--- src/rtl/conv2_window_buf.sv ---
// 5x5 per-channel window generator for the second conv layer: buffers FILTER_SIZE-1 rows plus
// FILTER_SIZE pixels per channel. Optional frame_done pulse via `define CONV2_WIN_FRAME_DONE_EN.

module conv2_win_lane #(
    parameter int WIDTH       = 12,
    parameter int FILTER_SIZE = 5,
    parameter int DATA_BITS   = 12
) (
    input  logic                                     clk,
    input  logic                                     rst_n,
    input  logic                                     shift_en,
    input  logic                                     emit,
    input  logic [DATA_BITS-1:0]                     din,
    output logic [FILTER_SIZE*FILTER_SIZE*DATA_BITS-1:0] win
);
    localparam int D = WIDTH*(FILTER_SIZE-1) + FILTER_SIZE;

    // Chain index 0 is the incoming sample itself, so only D-1 stages are stored.
    logic [DATA_BITS-1:0] chain [D-1];
    logic [FILTER_SIZE*FILTER_SIZE*DATA_BITS-1:0] win_next;

    always_ff @(posedge clk) begin
        if (shift_en) begin
            chain[0] <= din;
            for (int k = 1; k < D-1; k++) chain[k] <= chain[k-1];
        end
    end

    for (genvar gi = 0; gi < FILTER_SIZE; gi++) begin : g_row
        for (genvar gj = 0; gj < FILTER_SIZE; gj++) begin : g_col
            localparam int IDX = (FILTER_SIZE-1-gi)*WIDTH + (FILTER_SIZE-1-gj);
            if (IDX == 0) begin : g_new
                assign win_next[(gi*FILTER_SIZE+gj)*DATA_BITS +: DATA_BITS] = din;
            end else begin : g_old
                assign win_next[(gi*FILTER_SIZE+gj)*DATA_BITS +: DATA_BITS] = chain[IDX-1];
            end
        end
    end

    always_ff @(posedge clk or negedge rst_n) begin
        if (!rst_n)    win <= '0;
        else if (emit) win <= win_next;
    end
endmodule

module conv2_window_buf #(
    parameter int WIDTH       = 12,
    parameter int HEIGHT      = 12,
    parameter int FILTER_SIZE = 5,
    parameter int DATA_BITS   = 12
) (
    input  logic                                         clk,
    input  logic                                         rst_n,
    input  logic                                         valid_in,
    input  logic [DATA_BITS-1:0]                         data_in_1,
    input  logic [DATA_BITS-1:0]                         data_in_2,
    input  logic [DATA_BITS-1:0]                         data_in_3,
    output logic [FILTER_SIZE*FILTER_SIZE*DATA_BITS-1:0] data_out_1,
    output logic [FILTER_SIZE*FILTER_SIZE*DATA_BITS-1:0] data_out_2,
    output logic [FILTER_SIZE*FILTER_SIZE*DATA_BITS-1:0] data_out_3,
    output logic                                         valid_out
`ifdef CONV2_WIN_FRAME_DONE_EN
    ,
    output logic                                         frame_done
`endif
);
    localparam int NUM_CH   = 3;
    localparam int WIN_BITS = FILTER_SIZE*FILTER_SIZE*DATA_BITS;
    localparam int CW       = $clog2(WIDTH);
    localparam int RW       = $clog2(HEIGHT);

    logic [CW-1:0] col;
    logic [RW-1:0] row;
    logic          col_last, row_last, emit;

    logic [NUM_CH-1:0][DATA_BITS-1:0] din;
    logic [NUM_CH-1:0][WIN_BITS-1:0]  win;

    assign col_last = (col == CW'(WIDTH-1));
    assign row_last = (row == RW'(HEIGHT-1));
    // Row guard also keeps windows from spanning frames or using pre-reset chain data.
    assign emit = valid_in && (row >= RW'(FILTER_SIZE-1)) && (col >= CW'(FILTER_SIZE-1));

    always_ff @(posedge clk or negedge rst_n) begin
        if (!rst_n) begin
            col <= '0;
            row <= '0;
        end else if (valid_in) begin
            if (col_last) begin
                col <= '0;
                row <= row_last ? '0 : row + 1'b1;
            end else begin
                col <= col + 1'b1;
            end
        end
    end

    always_ff @(posedge clk or negedge rst_n) begin
        if (!rst_n) valid_out <= 1'b0;
        else        valid_out <= emit;
    end

`ifdef CONV2_WIN_FRAME_DONE_EN
    always_ff @(posedge clk or negedge rst_n) begin
        if (!rst_n) frame_done <= 1'b0;
        else        frame_done <= emit && row_last && col_last;
    end
`endif

    assign din = {data_in_3, data_in_2, data_in_1};

    conv2_win_lane #(
        .WIDTH(WIDTH), .FILTER_SIZE(FILTER_SIZE), .DATA_BITS(DATA_BITS)
    ) u_lane [NUM_CH-1:0] (
        .clk(clk), .rst_n(rst_n), .shift_en(valid_in), .emit(emit), .din(din), .win(win)
    );

    assign data_out_1 = win[0];
    assign data_out_2 = win[1];
    assign data_out_3 = win[2];
endmodule

--- config.mk ---
export PLATFORM = sky130hd
export DESIGN_NAME = conv2_window_buf
export DESIGN_NICKNAME = d
export VERILOG_FILES = /design/src/rtl/conv2_window_buf.sv
export SDC_FILE = /design/constraint.sdc
export NUM_CORES = 2
export LEC_CHECK = 0
export CELL_PAD_IN_SITES_DETAIL_PLACEMENT = 1
export CELL_PAD_IN_SITES_GLOBAL_PLACEMENT = 1
export CORE_UTILIZATION = 35
export DETAILED_ROUTE_END_ITERATION = 8
export GPL_TIMING_DRIVEN = 0
export PLACE_DENSITY = 0.56
export SETUP_SLACK_MARGIN = 0.1
export SLEW_MARGIN = 30
export SYNTH_ARGS = -nofsm -noshare
export SYNTH_HDL_FRONTEND = slang
export SYNTH_SLANG_ARGS = --single-unit
--- constraint.sdc ---
create_clock -name clk -period 2.6 [get_ports clk]
set_input_delay 0.78 -clock clk [delete_from_list [all_inputs] [get_ports clk]]
set_output_delay 0.78 -clock clk [all_outputs]
set_load 0.03 [all_outputs]
Yosys cells after proc, flatten, opt, wreduce, memory -nomap -nowiden
Memories as Yosys holds them, arrays and structs flattened. A register that Yosys moved wholly into a read port is not among the register bits.
Index checks and enable logic that the tools add are counted.
Storage, ports and cells
  latch bits: 0
  input port bits: 39
  register bits after elaboration: 909
  bits in writable memories: 1872
  ROM bits: 0
  output and inout bits: 901
  word-level logic and storage cells: 25
  memories: 3
Operators by class
  bitwise operators: 0
  equality and inequality tests: 2
  $mul: 0
  shift-type cells: 0
  muxes and demuxes: 4
  magnitude comparators: 2
  $add $sub $neg: 2
  reduce and logical (&&, ||, !) cells: 6
  divide/modulo/power cells: 0
Memories
  u_lane[0].chain: words 52, width 12, read ports 52, clocked after memory_dff 1, wr ports 52, line 19  | logic [DATA_BITS-1:0] chain [D-1];
  u_lane[1].chain: words 52, width 12, read ports 52, clocked after memory_dff 1, wr ports 52, line 19
  u_lane[2].chain: words 52, width 12, read ports 52, clocked after memory_dff 1, wr ports 52, line 19
Operator list (number)
  4-bit by 1-bit adder with 4-bit output, second input constant: 2
  4-bit equality test, second input constant: 2
  4-bit by 3-bit greater-or-equal comparator with 1-bit output, second input constant: 2
  4-bit two-way mux: 2
  1-bit zero test: 3
  1-bit logical AND: 2
  1-bit two-way mux: 2
  2-bit AND reduction: 1

Depth between registers and ports, before layout
  depth after elaboration: 3
  depth in mapped cells: 6
  mapped depth without buffers: 4

Modules after synthesis
Synthesis repeated with hierarchy kept, for this count alone.
Unflattened totals
  cells, all modules: 3812
  area total of the unflattened synthesis: 90664.5 um^2
By module, submodules not included
  conv2_win_lane: sequential area each 26245.2 um^2, area each 30070.1 um^2, instances 3, cells each 1257
  conv2_window_buf: sequential area each 225.2 um^2, area each 454.2 um^2, instances 1, cells each 41

Least setup slack after synthesis
OpenSTA, ideal clock, no wires.
  kind: input to register
  start point: input valid_in
  end point: register u_lane[0].win[0], read port of u_lane[0].chain
  slack: 630 ps
  data arrival time: 1845 ps
  data required time: 2475 ps
  path buffers: 4
  library setup time: 125 ps
  stages: 6
  path through: buf_4 o221ai_2 buf_6 buf_12 buf_12 mux2_4
On the way
  cells in the longest elaborated chain, start to end: 2
Ends and longest elaborated chain
  from (decl): line 54  | input logic valid_in,
  1-bit logical AND (2 in a row): line 82  | assign emit = valid_in && (row >= RW'(FILTER_SIZE-1)) && (col >= CW'(FILTER_SIZE-1));
  to (decl): line 14  | output logic [FILTER_SIZE*FILTER_SIZE*DATA_BITS-1:0] win
Every way passes these cells.
A chain may end at the register's enable or synchronous reset.

Final worst setup path
  start point: register u_lane[2].win[222], read port of u_lane[2].chain
  end point: output data_out_3[222]
RTL lines
  from (decl): line 14
  to (decl): line 60  | output logic [FILTER_SIZE*FILTER_SIZE*DATA_BITS-1:0] data_out_3,
No word-level cell between the ends.

==> impl_results.md <==
* Status: finished, final reports clean
* CTS tree: done
* Worst hold path type: primary input to flip-flop
* Largest net degree at the start of global routing at 137
* Top cell type by total area after synthesis: edfxtp_1
* Fraction of layout cells with a size suffix above 1 at 33.7%
* Global placement routability congestion at 0.778
* Core area at 0.268 mm^2
* Total global-route track usage at 15.8%
* Final nets at 5146
* Antenna violations before repair at 4
* DRC errors left at 0
* Placed Cells at 8334
* Most common cell in the synthesized netlist: edfxtp_1
* Routed len/inst at 24.4 um
* P_leak at 48.1 nW
* H-tree depth reported by CTS at 5
* Row count at 190
* Clock skew at 0.0283 ns
* Place WS at -1.80 ns
* Critical path, cell by cell: dlygate4sd2_1
* Slowest CP cell: dlygate4sd2_1
* Clock Sinks at 2781
* CTS Buffer Depth at 4
* Final Setup Violations at 0
* DRT Pass-1 Iters at 5
* # IOs at 940
* Final hold vios at 0
* CTS buffer count at 309
* Post-CTS setup buffer count at 0
* Tmin final at 2.49 ns
* Crit Path Class: flip-flop to primary output
* Die X at 522 um
* CP Launch Type: flip-flop
* DR vias at 39200
* Register area at 0.0790 mm^2
* IO Port Bufs at 939
* Via-per-instance ratio at 4.39
* Post-synth EDFFs at 1872
* Root buffer cell: clkbuf_16
* Antenna Nets Post-Route at 0
* Crit-path max FO at 2
* Worst path required time at 1.82 ns
* Post-synth ARST share at 32.7%
* Synth warnings at 0
* Delay of the slowest cell on the worst path at 0.48 ns
* Relative slew slack at 50.3%
* Top delay family on crit path: buffers and inverters
* Finished Cell Area at 0.117 mm^2
* Final wirelength at 217000 um
* Final cell count without fillers at 8921
* Fillers at 24800
* Post-synth cell types at 20
* Slew Viols, Final at 0
* Post-synth top cells: 1872 x edfxtp_1, 909 x dfrtp_1, 889 x mux2_4
* P per Cell Area at 1300 mW/mm^2
* Mapped Nets at 3857
* Gr ovfl total at 0
* Area grow syn2layout at 24.0%
* Crit path DAT at 1.71 ns
* Mean area per synthesized cell at 24.8 um^2
* Top post-synthesis cells by area: edfxtp_1 59%, dfrtp_1 24%, mux2_4 14%, buf_12 2.1%, mux2_2 0.17%
* Worst-path clk slew at 0.06 ns
* Worst Max-Slew Pin Slew at 0.745 ns
* Multi-input logic area at 0.0137 mm^2
* Synth Flop Type: edfxtp_1
* Setup ws final at 0.107 ns
* WP buf/inv at 1
* DRT iter0 DRCs at 2137
* Die H at 522 um
* Die area at 0.272 mm^2
* Max Fclk at 401 MHz
* Vias in the first global route at 43100
* Global-route wire length before repair at 314000 um
* Max cap viols at 0
* RSZ-0062 raised after global routing: yes
* Worst-skew pair later-pin latency at 0.88 ns
* Starting Density at 35.3%
* DP HPWL at 144000 um
* Top-area cell type share of the netlist area at 59.4%
* Final Cycle Share at 95.9%
* Crit end category: primary output
* Peak VDD IR at 0.000687 V
* Post-Syn Instances at 3816
* Area after DPL at 0.109 mm^2
* Mapped cell area at 0.0946 mm^2
* Seq/Total Area, Yosys at 83.4%
* Synthesis-stage register bit count at 2781
## layout by cell type (no fill, tap or decap), drive strengths merged
| master | synthesis | routed |
|---|---|---|
| edfxtp | 1872 | 1872 |
| dfrtp | 909 | 909 |
| mux2 | 903 | 903 |
| clkbuf | 0 | 735 |
| dlygate4sd2 | 0 | 583 |
| buf | 101 | 157 |
| clkinv | 0 | 94 |
| clkdlybuf4s50 | 0 | 36 |
| bufinv | 0 | 16 |
| inv | 1 | 12 |
| nand2 | 10 | 10 |
| bufbuf | 0 | 8 |
| clkdlybuf4s15 | 0 | 7 |
| nor2 | 4 | 4 |
| o21ai | 4 | 4 |
| diode | 0 | 3 |
| and4b | 2 | 2 |
| nand3 | 2 | 2 |
| ha | 2 | 2 |
| clkinvlp | 0 | 2 |
| o221ai | 1 | 1 |
| xnor2 | 1 | 1 |
| nand4b | 1 | 1 |
| nand3b | 1 | 1 |
| a21boi | 1 | 1 |
| or4b | 1 | 1 |
| dlygate4sd3 | 0 | 1 |
| dlymetal6s2s | 0 | 1 |
## registers in the layout, summed over array words and instances (netlist names)
signal / count
row: 4
col: 4
valid_out: 1
u_lane.chain: 1872
u_lane.win: 900
## metrics by stage
stage	setup TNS (ns)	util, %	power (W)	hold slack [ns]
after floorplan	0	-	0.0925	0.400
after CTS	-6.00	44.1	0.156	0.260
after detailed placement	-2751.46	40.7	0.117	0.405
after global routing	0	43.7	0.160	0.280
after global placement	-	40.4	0.115	0.400
final	0	43.7	0.153	0.329
## cells by family (layout without fill, tap and decap cells)
group / Yosys count / after routing / synth area share (%)
compound gates: 6 / 6 / 0.0449
fa+ha+maj: 2 / 2 / 0.0264
xor+xnor: 1 / 1 / 0.00926
other cells: 0 / 3 / 0
flops: 2781 / 2781 / 83.4
buf+inv: 102 / 1652 / 2.10
mux: 903 / 903 / 14.3
simple gates: 21 / 21 / 0.115
## path summary, 6_finish.rpt
kind	depth (start not counted)	startpoint	end	slack, ns
setup / recovery	1	u_lane[2].win[222]	data_out_3[222]	0.11
hold / removal	1	valid_in	u_lane[2].chain[15][2]	0.33
setup reg to reg	4	row[2]	u_lane[2].win[0]	0.55
hold reg to reg	0	u_lane[1].chain[34][9]	u_lane[1].chain[35][9]	0.41
max in group asynchronous	5	rst_n	u_lane[1].win[61]	0.31
min in group asynchronous	2	rst_n	u_lane[2].win[16]	0.43
## report_power, final
part	switching, W	total (W)	leakage (nW)	internal (W)
registers	0.00506	0.0617	29.0	0.0566
clock network	0.0177	0.0430	4.93	0.0253
logic	0.0288	0.0481	14.1	0.0193
## cell type report
| type | instances | share of cell area, % |
|---|---|---|
| Inverter | 1 | 0.00320 |
| Clock inverter | 123 | 1.02 |
| Tap cell | 3552 | 3.79 |
| Antenna cell | 3 | 0.00640 |
| Buffer | 101 | 1.70 |
| Sequential cell | 2781 | 67.3 |
| Timing Repair Buffer | 978 | 7.03 |
| Clock buffer | 449 | 7.52 |
| Multi-Input combinational cell | 933 | 11.7 |
## layer usage
metal	global-route usage (%)	wire, um
met5	0	0
met4	4.70	5960
met3	8.46	25600
met2	24.5	100000
met1	19.0	85800
## what timing repair did
item,CTS,global route
hold buffers,1,0
hold endpoints to repair,59,0
endpoints found under the setup margin,2442,1200
gates cloned,8,3
resized for setup,1016,569
(Power assumes the default switching activity.)
